### config.mk
export PLATFORM = sky130hd
export DESIGN_NAME = pmem_loader
export DESIGN_NICKNAME = d
export VERILOG_FILES = /design/src/rtl/pmem_loader_pkg.sv /design/src/rtl/pmem_array.sv /design/src/rtl/pmem_loader.sv
export SDC_FILE = /design/constraint.sdc
export NUM_CORES = 1
export LEC_CHECK = 0
export CAP_MARGIN = 20
export CORE_ASPECT_RATIO = 1.1
export CORE_MARGIN = 2
export CORE_UTILIZATION = 55
export CTS_BUF_LIST = sky130_fd_sc_hd__clkbuf_4 sky130_fd_sc_hd__clkbuf_8 sky130_fd_sc_hd__clkbuf_16
export DETAILED_ROUTE_END_ITERATION = 10
export GPL_ROUTABILITY_DRIVEN = 0
export PLACE_DENSITY = 0.85
export SLEW_MARGIN = 0
export SYNTH_ARGS = -nofsm -noshare
export SYNTH_HDL_FRONTEND = slang
export SYNTH_HIERARCHICAL = 1
export SYNTH_SLANG_ARGS = --single-unit
### constraint.sdc
create_clock -name clk -period 2.2 [get_ports clk]
set_input_delay 0.33 -clock clk [delete_from_list [all_inputs] [get_ports clk]]
set_output_delay 0.33 -clock clk [all_outputs]
set_load 0.05 [all_outputs]
### src/rtl/pmem_loader_pkg.sv
// Shared constants for the program-memory loader and the pipeline processor:
// loader state encodings, processor opcodes and the nibble framing.
package pmem_loader_pkg;

  // Loader FSM state encodings (3-bit, legacy-compatible constants)
  localparam logic [2:0] ST_IDLE    = 3'd0;
  localparam logic [2:0] ST_NIB_HI  = 3'd1;
  localparam logic [2:0] ST_NIB_MID = 3'd2;
  localparam logic [2:0] ST_NIB_LO  = 3'd3;
  localparam logic [2:0] ST_COMMIT  = 3'd4;
  localparam logic [2:0] ST_DONE    = 3'd5;
  localparam logic [2:0] ST_RUN     = 3'd6;

  // Processor opcodes (instruction bits [8:6])
  localparam logic [2:0] OP_NOP   = 3'b000;
  localparam logic [2:0] OP_ADD   = 3'b001;
  localparam logic [2:0] OP_LOAD  = 3'b010;
  localparam logic [2:0] OP_STORE = 3'b011;
  localparam logic [2:0] OP_LOADC = 3'b100;

  // A 9-bit instruction is entered as hi (bit 8 only), mid, lo nibbles
  localparam int NIBBLES_PER_WORD = 3;

  // The first nibble carries only bit 8; any higher bit set is a framing error
  function automatic logic hi_nibble_ok(input logic [3:0] nib);
    return (nib[3:1] == 3'b000);
  endfunction

endpackage

### src/rtl/pmem_array.sv
// Program memory storage: 2**AW x IW words, synchronous write, synchronous
// clear to the no-op encoding, asynchronous (combinational) read.
module pmem_array
  import pmem_loader_pkg::*;
#(
  parameter int AW = 4,
  parameter int IW = 9
) (
  input  logic          clk,
  input  logic          i_clr,
  input  logic          i_we,
  input  logic [AW-1:0] i_wr_addr,
  input  logic [IW-1:0] i_wr_data,
  input  logic [AW-1:0] i_rd_addr,
  output logic [IW-1:0] o_rd_data
);

  localparam int DEPTH = 2 ** AW;

  logic [IW-1:0] r_mem [DEPTH];

  // Clear every word to a no-op, otherwise commit one word when enabled.
  // NOTE: this memory is cleared by a loop inside the clocked block, so it
  // maps to registers rather than a RAM macro; that is intended here because
  // a freshly reset processor must fetch no-ops from every address.
  always_ff @(posedge clk) begin
    if (i_clr) begin
      for (int i = 0; i < DEPTH; i++) begin
        r_mem[i] <= {OP_NOP, {(IW - 3){1'b0}}};
      end
    end else if (i_we) begin
      r_mem[i_wr_addr] <= i_wr_data;
    end
  end

  // Fetch port: visible in every state, including mid-load
  assign o_rd_data = r_mem[i_rd_addr];

endmodule

### src/rtl/pmem_loader.sv
// Loader for the processor's program memory. Assembles 9-bit instructions
// from three nibble entries, commits them to consecutive addresses starting
// at 0, and keeps the processor in reset until a run command is given.
// The fixed three-nibble framing only works for IW == 9.
module pmem_loader
  import pmem_loader_pkg::*;
#(
  parameter int AW = 4,
  parameter int IW = 9
) (
  input  logic          clk,
  input  logic          rst,
  input  logic [3:0]    nib_in,
  input  logic          nib_valid,
  input  logic          start_load,
  input  logic          end_load,
  input  logic          run,
  input  logic [AW-1:0] rd_addr,
  output logic [IW-1:0] instr,
  output logic          cpu_hold,
  output logic          load_done,
  output logic          err,
  output logic [AW:0]   wr_count
);

  localparam logic [AW:0] LP_COUNT_MAX = {1'b1, {AW{1'b0}}};

  logic [2:0]    r_state;
  logic [AW-1:0] r_wr_ptr;
  logic [AW:0]   r_wr_count;
  logic          r_err;
  logic [IW-1:0] r_word;

  logic [2:0]    w_state_nxt;
  logic          w_err_set;
  logic          w_lat_hi;
  logic          w_lat_mid;
  logic          w_lat_lo;
  logic          w_commit;
  logic          w_clr;

  // Next-state and nibble-latch decode; start_load outranks everything.
  // NOTE: every signal gets a default before the case so that no path
  // leaves it unassigned, which would otherwise infer a latch.
  always_comb begin
    w_state_nxt = r_state;
    w_err_set   = 1'b0;
    w_lat_hi    = 1'b0;
    w_lat_mid   = 1'b0;
    w_lat_lo    = 1'b0;
    if (start_load) begin
      w_state_nxt = ST_NIB_HI;
    end else begin
      case (r_state)
        ST_NIB_HI: begin
          if (end_load) begin
            w_state_nxt = ST_DONE;
          end else if (nib_valid) begin
            if (hi_nibble_ok(nib_in)) begin
              w_lat_hi    = 1'b1;
              w_state_nxt = ST_NIB_MID;
            end else begin
              w_err_set = 1'b1;
            end
          end
        end
        ST_NIB_MID: begin
          if (end_load) begin
            w_state_nxt = ST_DONE;
          end else if (nib_valid) begin
            w_lat_mid   = 1'b1;
            w_state_nxt = ST_NIB_LO;
          end
        end
        ST_NIB_LO: begin
          if (end_load) begin
            w_state_nxt = ST_DONE;
          end else if (nib_valid) begin
            w_lat_lo    = 1'b1;
            w_state_nxt = ST_COMMIT;
          end
        end
        ST_COMMIT: begin
          // The commit always completes; a last-address write or an early
          // end_load both finish the load. A nibble here has nowhere to go.
          w_state_nxt = (end_load || (r_wr_ptr == '1)) ? ST_DONE : ST_NIB_HI;
          w_err_set   = nib_valid;
        end
        ST_DONE: begin
          if (run) begin
            w_state_nxt = ST_RUN;
          end
        end
        ST_IDLE, ST_RUN: begin
        end
        default: w_state_nxt = ST_IDLE;
      endcase
    end
  end

  // State, counters, error flag and word assembly register.
  // NOTE: clocked state uses non-blocking assignments so all registers
  // update together from the values sampled at the same edge.
  always_ff @(posedge clk) begin
    if (!rst) begin
      r_state    <= ST_IDLE;
      r_wr_ptr   <= '0;
      r_wr_count <= '0;
      r_err      <= 1'b0;
      r_word     <= '0;
    end else begin
      r_state <= w_state_nxt;
      if (start_load) begin
        r_wr_ptr   <= '0;
        r_wr_count <= '0;
        r_err      <= 1'b0;
      end else begin
        if (w_err_set) begin
          r_err <= 1'b1;
        end
        if (w_commit) begin
          r_wr_ptr <= r_wr_ptr + 1'b1;
          if (r_wr_count != LP_COUNT_MAX) begin
            r_wr_count <= r_wr_count + 1'b1;
          end
        end
      end
      if (w_lat_hi) begin
        r_word[IW-1] <= nib_in[0];
      end
      if (w_lat_mid) begin
        r_word[7:4] <= nib_in;
      end
      if (w_lat_lo) begin
        r_word[3:0] <= nib_in;
      end
    end
  end

  // A fully assembled word is written even if start_load arrives in COMMIT
  assign w_commit = (r_state == ST_COMMIT);
  assign w_clr    = ~rst;

  pmem_array #(
    .AW (AW),
    .IW (IW)
  ) u_array (
    .clk       (clk),
    .i_clr     (w_clr),
    .i_we      (w_commit),
    .i_wr_addr (r_wr_ptr),
    .i_wr_data (r_word),
    .i_rd_addr (rd_addr),
    .o_rd_data (instr)
  );

  assign cpu_hold  = (r_state != ST_RUN);
  assign load_done = (r_state == ST_DONE) || (r_state == ST_RUN);
  assign err       = r_err;
  assign wr_count  = r_wr_count;

endmodule

**Word level (Yosys, flattened, before mapping)**

Memories as Yosys holds them, arrays and structs flattened.
Cells that the tools add are included.

- Register bits: 22
- Bits in writable memories: 144
- Bits of input ports: 14
- Logic and storage cells: 77
- Memories: 1

Memory list:

| name | words | width | read ports | clocked after memory_dff | wr ports | line | RTL |
|---|---|---|---|---|---|---|---|
| u_array.r_mem | 16 | 9 | 1 | 0 | 16 | pmem_array.sv:20 | `logic [IW-1:0] r_mem [DEPTH];` |

- Add/subtract/negate cells: 2
- Equality and inequality tests: 20
- Mux-type cells: 34
- Bitwise logic cells: 2
- Reduce and logical (&&, ||, !) cells: 10

Operator list:

| cell | number |
|---|---|
| 2-to-1 mux 3 bit | 9 |
| 2-to-1 mux 1 bit | 21 |
| != test 3 bit, second input constant | 6 |
| case mux 3 bit (6 select lines) | 1 |
| != test 4 bit, second input constant | 4 |
| AND reduction 6 bit | 2 |
| equality test 3 bit, second input constant | 3 |
| 2-to-1 mux 9 bit | 1 |
| OR reduction 9 bit | 1 |
| equality test 3 x 2 -> 1 bit, second input constant | 2 |
| zero test 3 bit | 2 |
| adder 5 x 1 -> 5 bit, second input constant | 1 |
| != test 5 bit, second input constant | 1 |
| adder 4 x 1 -> 4 bit, second input constant | 1 |
| equality test 4 bit, second input constant | 1 |
| 2-to-1 mux 4 bit | 1 |
| != test 2 bit, second input constant | 2 |
| OR reduction 2 bit | 2 |
| equality test 3 x 1 -> 1 bit, second input constant | 1 |
| logical OR 1 bit | 2 |
| NOT 1 bit | 2 |
| case mux 1 bit (2 select lines) | 1 |
| AND reduction 2 bit | 1 |

**Longest topological paths before layout**

Gate-level depths: netlist of run 1.

- Depth after elaboration: 6
- Gate-level depth with buffers: 6
- Depth with buffers taken out: 6

**Modules after synthesis**

Netlist of run 1, hierarchy kept.

Modules (own cells, without submodules):

| module | instances | cells an instance | area each (um^2) |
|---|---|---|---|
| pmem_array | 1 | 416 | 6568.8 |
| pmem_loader | 1 | 130 | 1084.8 |

**Worst setup path before layout of run 1**

No wires, ideal clock.

- Path type: reg-to-reg
- From: reg r_state[2]
- To: mem u_array.r_mem[0][0] (enable)
- Setup time: 312 ps
- Arrival: 1769 ps
- Slack: 119 ps
- Stages on the path, launching flop included: 6
- Clock period less this slack: 2081 ps
- Cell sequence: dfxtp_1 -> nor3b_2 -> buf_4 -> or4b_4 -> nor3_2 -> or2_2

RTL lines:

| item | line | RTL |
|---|---|---|
| start: declaration | pmem_loader.sv:28 | `logic [2:0] r_state;` |
| start signal: assignment | pmem_loader.sv:112 | `r_state <= w_state_nxt;` |
| end: declaration | pmem_array.sv:20 |  |

**Final worst setup path of run 1**

- From: in rd_addr[2]
- To: out instr[7]

- Cells in the longest elaborated chain, start to end: 1

RTL lines:

| item | line | RTL |
|---|---|---|
| start: declaration | pmem_loader.sv:18 | `input logic [AW-1:0] rd_addr,` |
| memory (16 x 9 bit) | -- |  |
| end: declaration | pmem_loader.sv:19 | `output logic [IW-1:0] instr,` |

No other way between the ends.

==> impl_metrics.prom, run 1 <==
# TYPE chip_impl_metric gauge
chip_impl_metric{name="clock_tree.htree_level_count",unit=""} 4
chip_impl_metric{name="fin_crit_sh",unit=""} 0.9886
chip_impl_metric{name="synth_sequential_area_ratio",unit=""} 0.6225
chip_impl_metric{name="io_buffer_count",unit=""} 30
chip_impl_metric{name="detailed_place_hpwl",unit="mm"} 11.49
chip_impl_metric{name="routed_wirelength",unit="mm"} 17.06
chip_impl_info{name="holdCritPathClass",value="reg -> reg"} 1
chip_impl_metric{name="maxSlewViolCount",unit=""} 0
chip_impl_info{name="status",value="finished, final reports clean"} 1
chip_impl_info{name="tritoncts_clock_tree",value="built"} 1
chip_impl_metric{name="syn_area_per_cell",unit="µm²"} 14.02
chip_impl_metric{name="setup_viol_count_final",unit=""} 0
chip_impl_metric{name="fmax",unit="MHz"} 459.8
chip_impl_metric{name="synthesis.yosys.warnings",unit=""} 6
chip_impl_metric{name="post_cts_hold_fix_bufs",unit=""} 0
chip_impl_metric{name="dp_cells",unit=""} 771
chip_impl_info{name="final_common_cell",value="sky130_fd_sc_hd__and2_1"} 1
chip_impl_metric{name="timing.clock.skew",unit="ps"} 6.323
chip_impl_metric{name="power.density",unit="mW/mm²"} 790.1
chip_impl_metric{name="first_pass_iters",unit=""} 5
chip_impl_metric{name="critical_path_peak_fanout",unit=""} 9
chip_impl_metric{name="final_period_minus_worst_setup_slack",unit="ps"} 2175
chip_impl_metric{name="die_w",unit="µm"} 116.5
chip_impl_metric{name="grt_start_max_net_pins",unit=""} 20
chip_impl_metric{name="grt_antenna_before_repair",unit=""} 0
chip_impl_info{name="critPathTopFamily",value="buffers and inverters"} 1
chip_impl_metric{name="worst_pin_slew",unit="ps"} 689.5
chip_impl_metric{name="route.antenna.remaining_nets",unit=""} 0
chip_impl_metric{name="power.total",unit="mW"} 7.119
chip_impl_metric{name="die_h",unit="µm"} 127.7
chip_impl_metric{name="cp_data_required_time",unit="ps"} 1870
chip_impl_metric{name="placement.setup.worst_slack",unit="ps"} -217.0
chip_impl_metric{name="crit_arrival",unit="ps"} 1840
chip_impl_metric{name="synthDistinctLibCells",unit=""} 45
chip_impl_metric{name="finalNetCount",unit=""} 619
chip_impl_metric{name="timing.max_cap.violations",unit=""} 0
chip_impl_metric{name="pin_count",unit=""} 31
chip_impl_metric{name="synth_edf_count",unit=""} 144
chip_impl_info{name="ys.flop_type",value="sky130_fd_sc_hd__edfxtp_1"} 1
chip_impl_metric{name="final_hold_slack",unit="ps"} 531.0
chip_impl_info{name="setup.worst_path.end_class",value="primary output"} 1
chip_impl_info{name="timing_worst_setup_path_type",value="in -> out"} 1
chip_impl_info{name="cp_cell_sequence",value="clkdlybuf4s50_1 -> nor2_2 -> a22oi_1 -> nand2_1 -> buf_4"} 1
chip_impl_metric{name="final_cells",unit=""} 803
chip_impl_info{name="cp_slowest_cell",value="sky130_fd_sc_hd__clkdlybuf4s50_1"} 1
chip_impl_info{name="setup_repair_after_global_routing_missed_its_margin",value="true"} 1
chip_impl_metric{name="numCtsBuffers",unit=""} 17
chip_impl_metric{name="post_synthesis_register_bit_count",unit=""} 166
chip_impl_metric{name="route.detailed.drc",unit=""} 0
chip_impl_metric{name="cts.reportedPaths.clkPinSlew",unit="ps"} 60
chip_impl_metric{name="clock_net_sink_count",unit=""} 166
chip_impl_metric{name="rows",unit=""} 45
chip_impl_metric{name="grt_overflow",unit=""} 0
chip_impl_info{name="final_cell_mix",value="145 x sky130_fd_sc_hd__and2_1, 144 x sky130_fd_sc_hd__edfxtp_1, 39 x sky130_fd_sc_hd__buf_4"} 1
chip_impl_metric{name="crit_path_max_incr_delay",unit="ps"} 510
chip_impl_metric{name="leakage",unit="nW"} 3.296
chip_impl_metric{name="syn-num-nets",unit=""} 563
chip_impl_metric{name="core-area",unit="mm²"} 0.01368
chip_impl_metric{name="ir_drop",unit="µV"} 558.0
chip_impl_metric{name="finalHoldViolCount",unit=""} 0
chip_impl_metric{name="layout-drive-gt1-share",unit=""} 0.2407
chip_impl_metric{name="floorplan.initialDensity",unit=""} 0.5594
chip_impl_metric{name="detailroute.via_count",unit=""} 4740
chip_impl_metric{name="finalSetupTns",unit="ps"} 0
chip_impl_metric{name="routed_wire_length_per_instance",unit="µm"} 21.24
chip_impl_metric{name="grt_first_pass_wirelength",unit="mm"} 26.40
chip_impl_info{name="cts_root_buffer",value="sky130_fd_sc_hd__clkbuf_16"} 1
chip_impl_metric{name="die_area",unit="mm²"} 0.01488
chip_impl_metric{name="slew_headroom",unit=""} 0.5397
chip_impl_metric{name="first_global_vias",unit=""} 4908
chip_impl_metric{name="number_of_post_cts_setup_repair_buffers",unit=""} 0
chip_impl_info{name="cp-start-kind",value="primary input"} 1
chip_impl_metric{name="number_of_antenna_cells_inserted",unit=""} 0
chip_impl_metric{name="synthesis.instances",unit=""} 546
chip_impl_metric{name="track_usage",unit=""} 0.2455
chip_impl_metric{name="detailedRoute.firstIterationViolations",unit=""} 378
chip_impl_metric{name="avgViaCountPerCell",unit=""} 5.903
chip_impl_metric{name="worstPathBufferInverterCount",unit=""} 2
chip_impl_metric{name="syn_area",unit="mm²"} 0.007654
chip_impl_metric{name="insertion_delay",unit="ps"} 420
chip_impl_metric{name="postSynth.asyncResetShare",unit=""} 0
chip_impl_metric{name="final_setup_margin",unit="ps"} 25.13
chip_impl_metric{name="area_growth_syn_to_layout",unit="%"} 17.72
chip_impl_metric{name="cts-root-to-sink-buffers",unit=""} 2
-- sequential cells by signal, summed over array words and instances (netlist names) --
signal and cells:
err 1, r_wr_ptr 4, r_word 9, wr_count 5, u_array/r_mem 144, r_state 3
-- report_power, final --
| part | switching (mW) | internal (mW) |
|---|---|---|
| clock | 1.14 | 1.95 |
| sequential | 0.0344 | 3.50 |
| combinational | 0.289 | 0.206 |
-- synth_stat cells (4+ instances only) --
master	count	share of area
sky130_fd_sc_hd__and2_1	145	0.12
sky130_fd_sc_hd__edfxtp_1	144	0.56
sky130_fd_sc_hd__mux4_2	36	0.11
sky130_fd_sc_hd__nor2_1	26	0.013
sky130_fd_sc_hd__nand2_1	23	0.011
sky130_fd_sc_hd__dfxtp_1	22	0.058
sky130_fd_sc_hd__a22oi_1	18	0.018
sky130_fd_sc_hd__or2_2	16	0.013
sky130_fd_sc_hd__clkbuf_1	15	0.0074
sky130_fd_sc_hd__nand3_1	9	0.0059
sky130_fd_sc_hd__o21ai_0	8	0.0052
sky130_fd_sc_hd__a21oi_1	7	0.0046
sky130_fd_sc_hd__mux2i_1	6	0.0078
sky130_fd_sc_hd__nor3_1	6	0.0039
sky130_fd_sc_hd__buf_1	5	0.0025
sky130_fd_sc_hd__buf_4	5	0.0049
sky130_fd_sc_hd__inv_1	5	0.0025
sky130_fd_sc_hd__nor2b_1	5	0.0041
sky130_fd_sc_hd__nand4_1	4	0.0033
-- per-layer routing --
metal / vias up / share of wire / GRT usage
met5: - / 0 / 0
met4: 0 / 0.030 / 0.1113
met3: 37 / 0.065 / 0.05059
met2: 193 / 0.52 / 0.4193
met1: 2399 / 0.38 / 0.3000
li1: 2111 / - / -
-- tightest hold or removal path: stages, from the launching register on --
cell and delay, ps:
sky130_fd_sc_hd__dfxtp_1 320, sky130_fd_sc_hd__a21oi_1 110, sky130_fd_sc_hd__nor3_1 50
-- stage by stage --
| stage | cell area, µm² | util |
|---|---|---|
| finish | 9010 | 0.6585 |
| global route | 9010 | 0.6585 |
| CTS | 8969 | 0.6555 |
| detailed placement | 8335 | 0.6092 |
| global placement | 8335 | 0.6092 |
| floorplan | 7654 | - |
-- cells by family (layout without fill, tap and decap cells) --
kind of cell,after synthesis,in the layout,share of synthesized area
buf+inv,34,103,0.02043
fa+ha+maj,3,3,0.004905
xor+xnor,6,6,0.006867
simple gates,250,250,0.1923
flops,166,166,0.6225
mux,42,42,0.1138
compound gates,45,45,0.03924
-- final timing paths --
path | startpoint | endpoint | slack, ps | cells past startpoint
worst max-delay path | rd_addr[2] | instr[7] | 30 | 5
worst min register to register | err | err | 530 | 2
worst max register to register | r_state[1] | u_array/r_mem[0][4] | 300 | 4
worst min-delay path | err | err | 530 | 2
-- cell type report --
class	instances	area (µm²)
Fill cell	943	4672
Tap cell	188	235.2
Inverter	6	22.52
Timing Repair Buffer	65	590.6
Multi-Input combinational cell	346	2780
Sequential cell	166	4765
Clock buffer	22	462.9
Clock inverter	10	153.9
-- repair_timing --
action                                  4_1_cts  5_1_grt
resized for setup                             6       10
pin swaps                                     0        3
endpoints found under the hold margin         0        0
endpoints found under the setup margin        9        9
cloned                                        0        0
No activity file was read; power rests on OpenSTA's default activity.
==> inputs of run 2 (changes only) <==
- CORE_UTILIZATION: 55 -> 60
- PLACE_DENSITY: 0.85 -> 0.88
- clock period: 2.2 -> 2.8 ns (I/O delays scaled with it)
==> run 2 against run 1 <==
  * Power fell by 23%
  * Sequential cell count is the same
  * Sequential power fell by 21%
  * Die area decreased by 8.1%
  * Critical path type is now reg -> out
==> impl_metrics.prom, run 2 (synthesized netlist as in run 1, its figures left out) <==
# TYPE chip_impl_metric gauge
chip_impl_metric{name="crit_arrival",unit="ps"} 2260
chip_impl_metric{name="pin_count",unit=""} 31
chip_impl_info{name="r2r_end",value="u_array/r_mem[0][5]"} 1
chip_impl_info{name="setup_repair_after_global_routing_missed_its_margin",value="false"} 1
chip_impl_metric{name="grt_antenna_before_repair",unit=""} 0
chip_impl_metric{name="die_w",unit="µm"} 111.7
chip_impl_metric{name="power_frac_comb",unit=""} 0.066
chip_impl_metric{name="route.detailed.drc",unit=""} 0
chip_impl_metric{name="max_ffs_per_register",unit=""} 144
chip_impl_metric{name="internal_power",unit="mW"} 4.317
chip_impl_metric{name="placement.setup.worst_slack",unit="ps"} 223.9
chip_impl_metric{name="dp_cells",unit=""} 729
chip_impl_metric{name="standard_cell_area_after_detailed_placement",unit="mm²"} 0.008194
chip_impl_metric{name="rows",unit=""} 43
chip_impl_metric{name="leakage",unit="nW"} 3.229
chip_impl_metric{name="first_pass_iters",unit=""} 6
chip_impl_metric{name="setup_viol_count_final",unit=""} 0
chip_impl_metric{name="grt_first_pass_wirelength",unit="mm"} 27.38
chip_impl_metric{name="layout.area.seq",unit="mm²"} 0.004765
chip_impl_metric{name="numCtsBuffers",unit=""} 17
chip_impl_metric{name="power.sequential.fraction",unit=""} 0.509
chip_impl_metric{name="number_of_post_cts_setup_repair_buffers",unit=""} 0
chip_impl_metric{name="fin_crit_sh",unit=""} 0.9582
chip_impl_info{name="tritoncts_clock_tree",value="built"} 1
chip_impl_metric{name="timing.max_cap.violations",unit=""} 0
chip_impl_metric{name="core-area",unit="mm²"} 0.01254
chip_impl_metric{name="worst_pin_slew",unit="ps"} 762.3
chip_impl_metric{name="detailedRoute.firstIterationViolations",unit=""} 406
chip_impl_metric{name="slew_headroom",unit=""} 0.4911
chip_impl_metric{name="detailed_place_hpwl",unit="mm"} 11.55
chip_impl_info{name="crit_path_start",value="r_state[0]"} 1
chip_impl_metric{name="cts-root-to-sink-buffers",unit=""} 2
chip_impl_metric{name="grt_start_max_net_pins",unit=""} 37
chip_impl_metric{name="finalInstanceArea",unit="mm²"} 0.008802
chip_impl_metric{name="routed_wirelength",unit="mm"} 17.75
chip_impl_metric{name="detailroute.via_count",unit=""} 4743
chip_impl_info{name="startpoint_of_the_lowest_slack_register_to_register_path",value="r_state[2]"} 1
chip_impl_metric{name="power.density",unit="mW/mm²"} 622.4
chip_impl_info{name="final_cell_mix",value="145 x sky130_fd_sc_hd__and2_1, 144 x sky130_fd_sc_hd__edfxtp_1, 36 x sky130_fd_sc_hd__mux4_2"} 1
chip_impl_info{name="status",value="finished, final reports clean"} 1
chip_impl_metric{name="insertion_delay",unit="ps"} 420
chip_impl_metric{name="floorplan.initialDensity",unit=""} 0.6105
chip_impl_metric{name="cp_data_required_time",unit="ps"} 2380
chip_impl_metric{name="reg2regPathDepth",unit=""} 4
chip_impl_metric{name="maxSlewViolCount",unit=""} 0
chip_impl_info{name="timing_worst_setup_path_type",value="reg -> out"} 1
chip_impl_metric{name="finalHoldViolCount",unit=""} 0
chip_impl_info{name="cp-start-kind",value="register"} 1
chip_impl_metric{name="switching_fraction",unit=""} 0.2119
chip_impl_metric{name="layout.filler_cells",unit=""} 797
chip_impl_metric{name="avgViaCountPerCell",unit=""} 6.233
chip_impl_metric{name="first_global_vias",unit=""} 4762
chip_impl_metric{name="die_area",unit="mm²"} 0.01368
chip_impl_metric{name="area_growth_syn_to_layout",unit="%"} 15.01
chip_impl_metric{name="finalSetupTns",unit="ps"} 0
chip_impl_metric{name="total_switching_power",unit="mW"} 1.161
chip_impl_metric{name="die_h",unit="µm"} 122.5
chip_impl_metric{name="final_hold_slack",unit="ps"} 536.2
chip_impl_metric{name="io_buffer_count",unit=""} 30
chip_impl_metric{name="final_period_minus_worst_setup_slack",unit="ps"} 2683
chip_impl_info{name="setup.worst_path.end_class",value="primary output"} 1
chip_impl_info{name="crit_end",value="load_done"} 1
chip_impl_metric{name="final_cells",unit=""} 761
chip_impl_metric{name="critical_path_peak_fanout",unit=""} 13
chip_impl_metric{name="clock_net_sink_count",unit=""} 166
chip_impl_metric{name="grt_overflow",unit=""} 0
chip_impl_metric{name="setup.reg_to_reg.worst_slack",unit="ps"} 330
chip_impl_metric{name="layout-drive-gt1-share",unit=""} 0.2086
chip_impl_metric{name="timing.clock.skew",unit="ps"} 8.298
chip_impl_info{name="regMostFlops",value="u_array/r_mem"} 1
chip_impl_metric{name="post_cts_hold_fix_bufs",unit=""} 0
chip_impl_metric{name="cts.reportedPaths.clkPinSlew",unit="ps"} 60
chip_impl_metric{name="fmax",unit="MHz"} 372.7
chip_impl_metric{name="track_usage",unit=""} 0.2738
chip_impl_metric{name="final_setup_margin",unit="ps"} 117.2
chip_impl_metric{name="finalNetCount",unit=""} 608
chip_impl_info{name="cts_root_buffer",value="sky130_fd_sc_hd__clkbuf_16"} 1
chip_impl_metric{name="p_clk_frac",unit=""} 0.425
chip_impl_metric{name="multi_input_area",unit="mm²"} 0.002733
chip_impl_metric{name="routed_wire_length_per_instance",unit="µm"} 23.33
chip_impl_info{name="holdCritPathClass",value="reg -> reg"} 1
chip_impl_metric{name="route.antenna.remaining_nets",unit=""} 0
chip_impl_metric{name="number_of_antenna_cells_inserted",unit=""} 0
chip_impl_metric{name="ir_drop",unit="µV"} 408.3
chip_impl_metric{name="cts.repair.resized",unit=""} 0
chip_impl_info{name="final_common_cell",value="sky130_fd_sc_hd__and2_1"} 1
chip_impl_metric{name="clock_tree.htree_level_count",unit=""} 4
run 2: cell types whose count changed in the layout (fill, tap and decap cells not counted), sizes merged:
cell | before | now
clkinvlp | 3 | 0
buf | 47 | 34
inv | 6 | 8
clkbuf | 22 | 27
bufinv | 4 | 0
clkdlybuf4s50 | 17 | 20
dlygate4sd2 | 1 | 0
run 2: final cells by class:
type / count / share of cell area
clock inverters: 5 / 0.003554
repair buffers: 54 / 0.05430
inverters: 6 / 0.002559
well taps: 157 / 0.02232
multi-input cells: 346 / 0.3104
clock buffers: 27 / 0.06553
flip-flops and latches: 166 / 0.5413
run 2: worst max-delay path: stages, from the launching register on:
cell and delay, ps:
sky130_fd_sc_hd__dfxtp_1 570, sky130_fd_sc_hd__nor2b_1 320, sky130_fd_sc_hd__o21a_1 150, sky130_fd_sc_hd__clkdlybuf4s50_1 800
run 2: per-stage QoR:
| stage | power, mW | utilization |
|---|---|---|
| floorplan | 3.066 | - |
| global placement | 3.176 | 0.6537 |
| detailed placement | 3.196 | 0.6537 |
| CTS | 5.495 | 0.7022 |
| global route | 5.633 | 0.7022 |
| finish | 5.479 | 0.7022 |
run 2: metal layers:
| metal | vias up | share of wire | track usage |
|---|---|---|---|
| li1 | 2088 | - | - |
| met1 | 2349 | 0.38 | 0.3477 |
| met2 | 267 | 0.52 | 0.4595 |
| met3 | 39 | 0.078 | 0.06568 |
| met4 | 0 | 0.031 | 0.1119 |
| met5 | - | 0 | 0 |
run 2: power groups by stage:
stage          sequential [mW]  combinational, mW  clock, mW
2_1_floorplan             2.82              0.250          0
5_1_grt                   2.79              0.379       2.46
4_1_cts                   2.79              0.361       2.35
3_3_place_gp              2.83              0.345          0
3_5_place_dp              2.84              0.356          0
6_report                  2.79              0.360       2.33
run 2: worst min path at each step:
stage                      startpoint           to  slack [ps]  depth (start not counted)
after floorplan             r_word[4]    r_word[4]         480                          2
final                     wr_count[2]  wr_count[2]         540                          2
after CTS                         err          err         540                          2
after detailed placement          err          err         520                          2
after global placement    wr_count[2]  wr_count[2]         500                          2
after global routing      wr_count[1]  wr_count[1]         580                          2
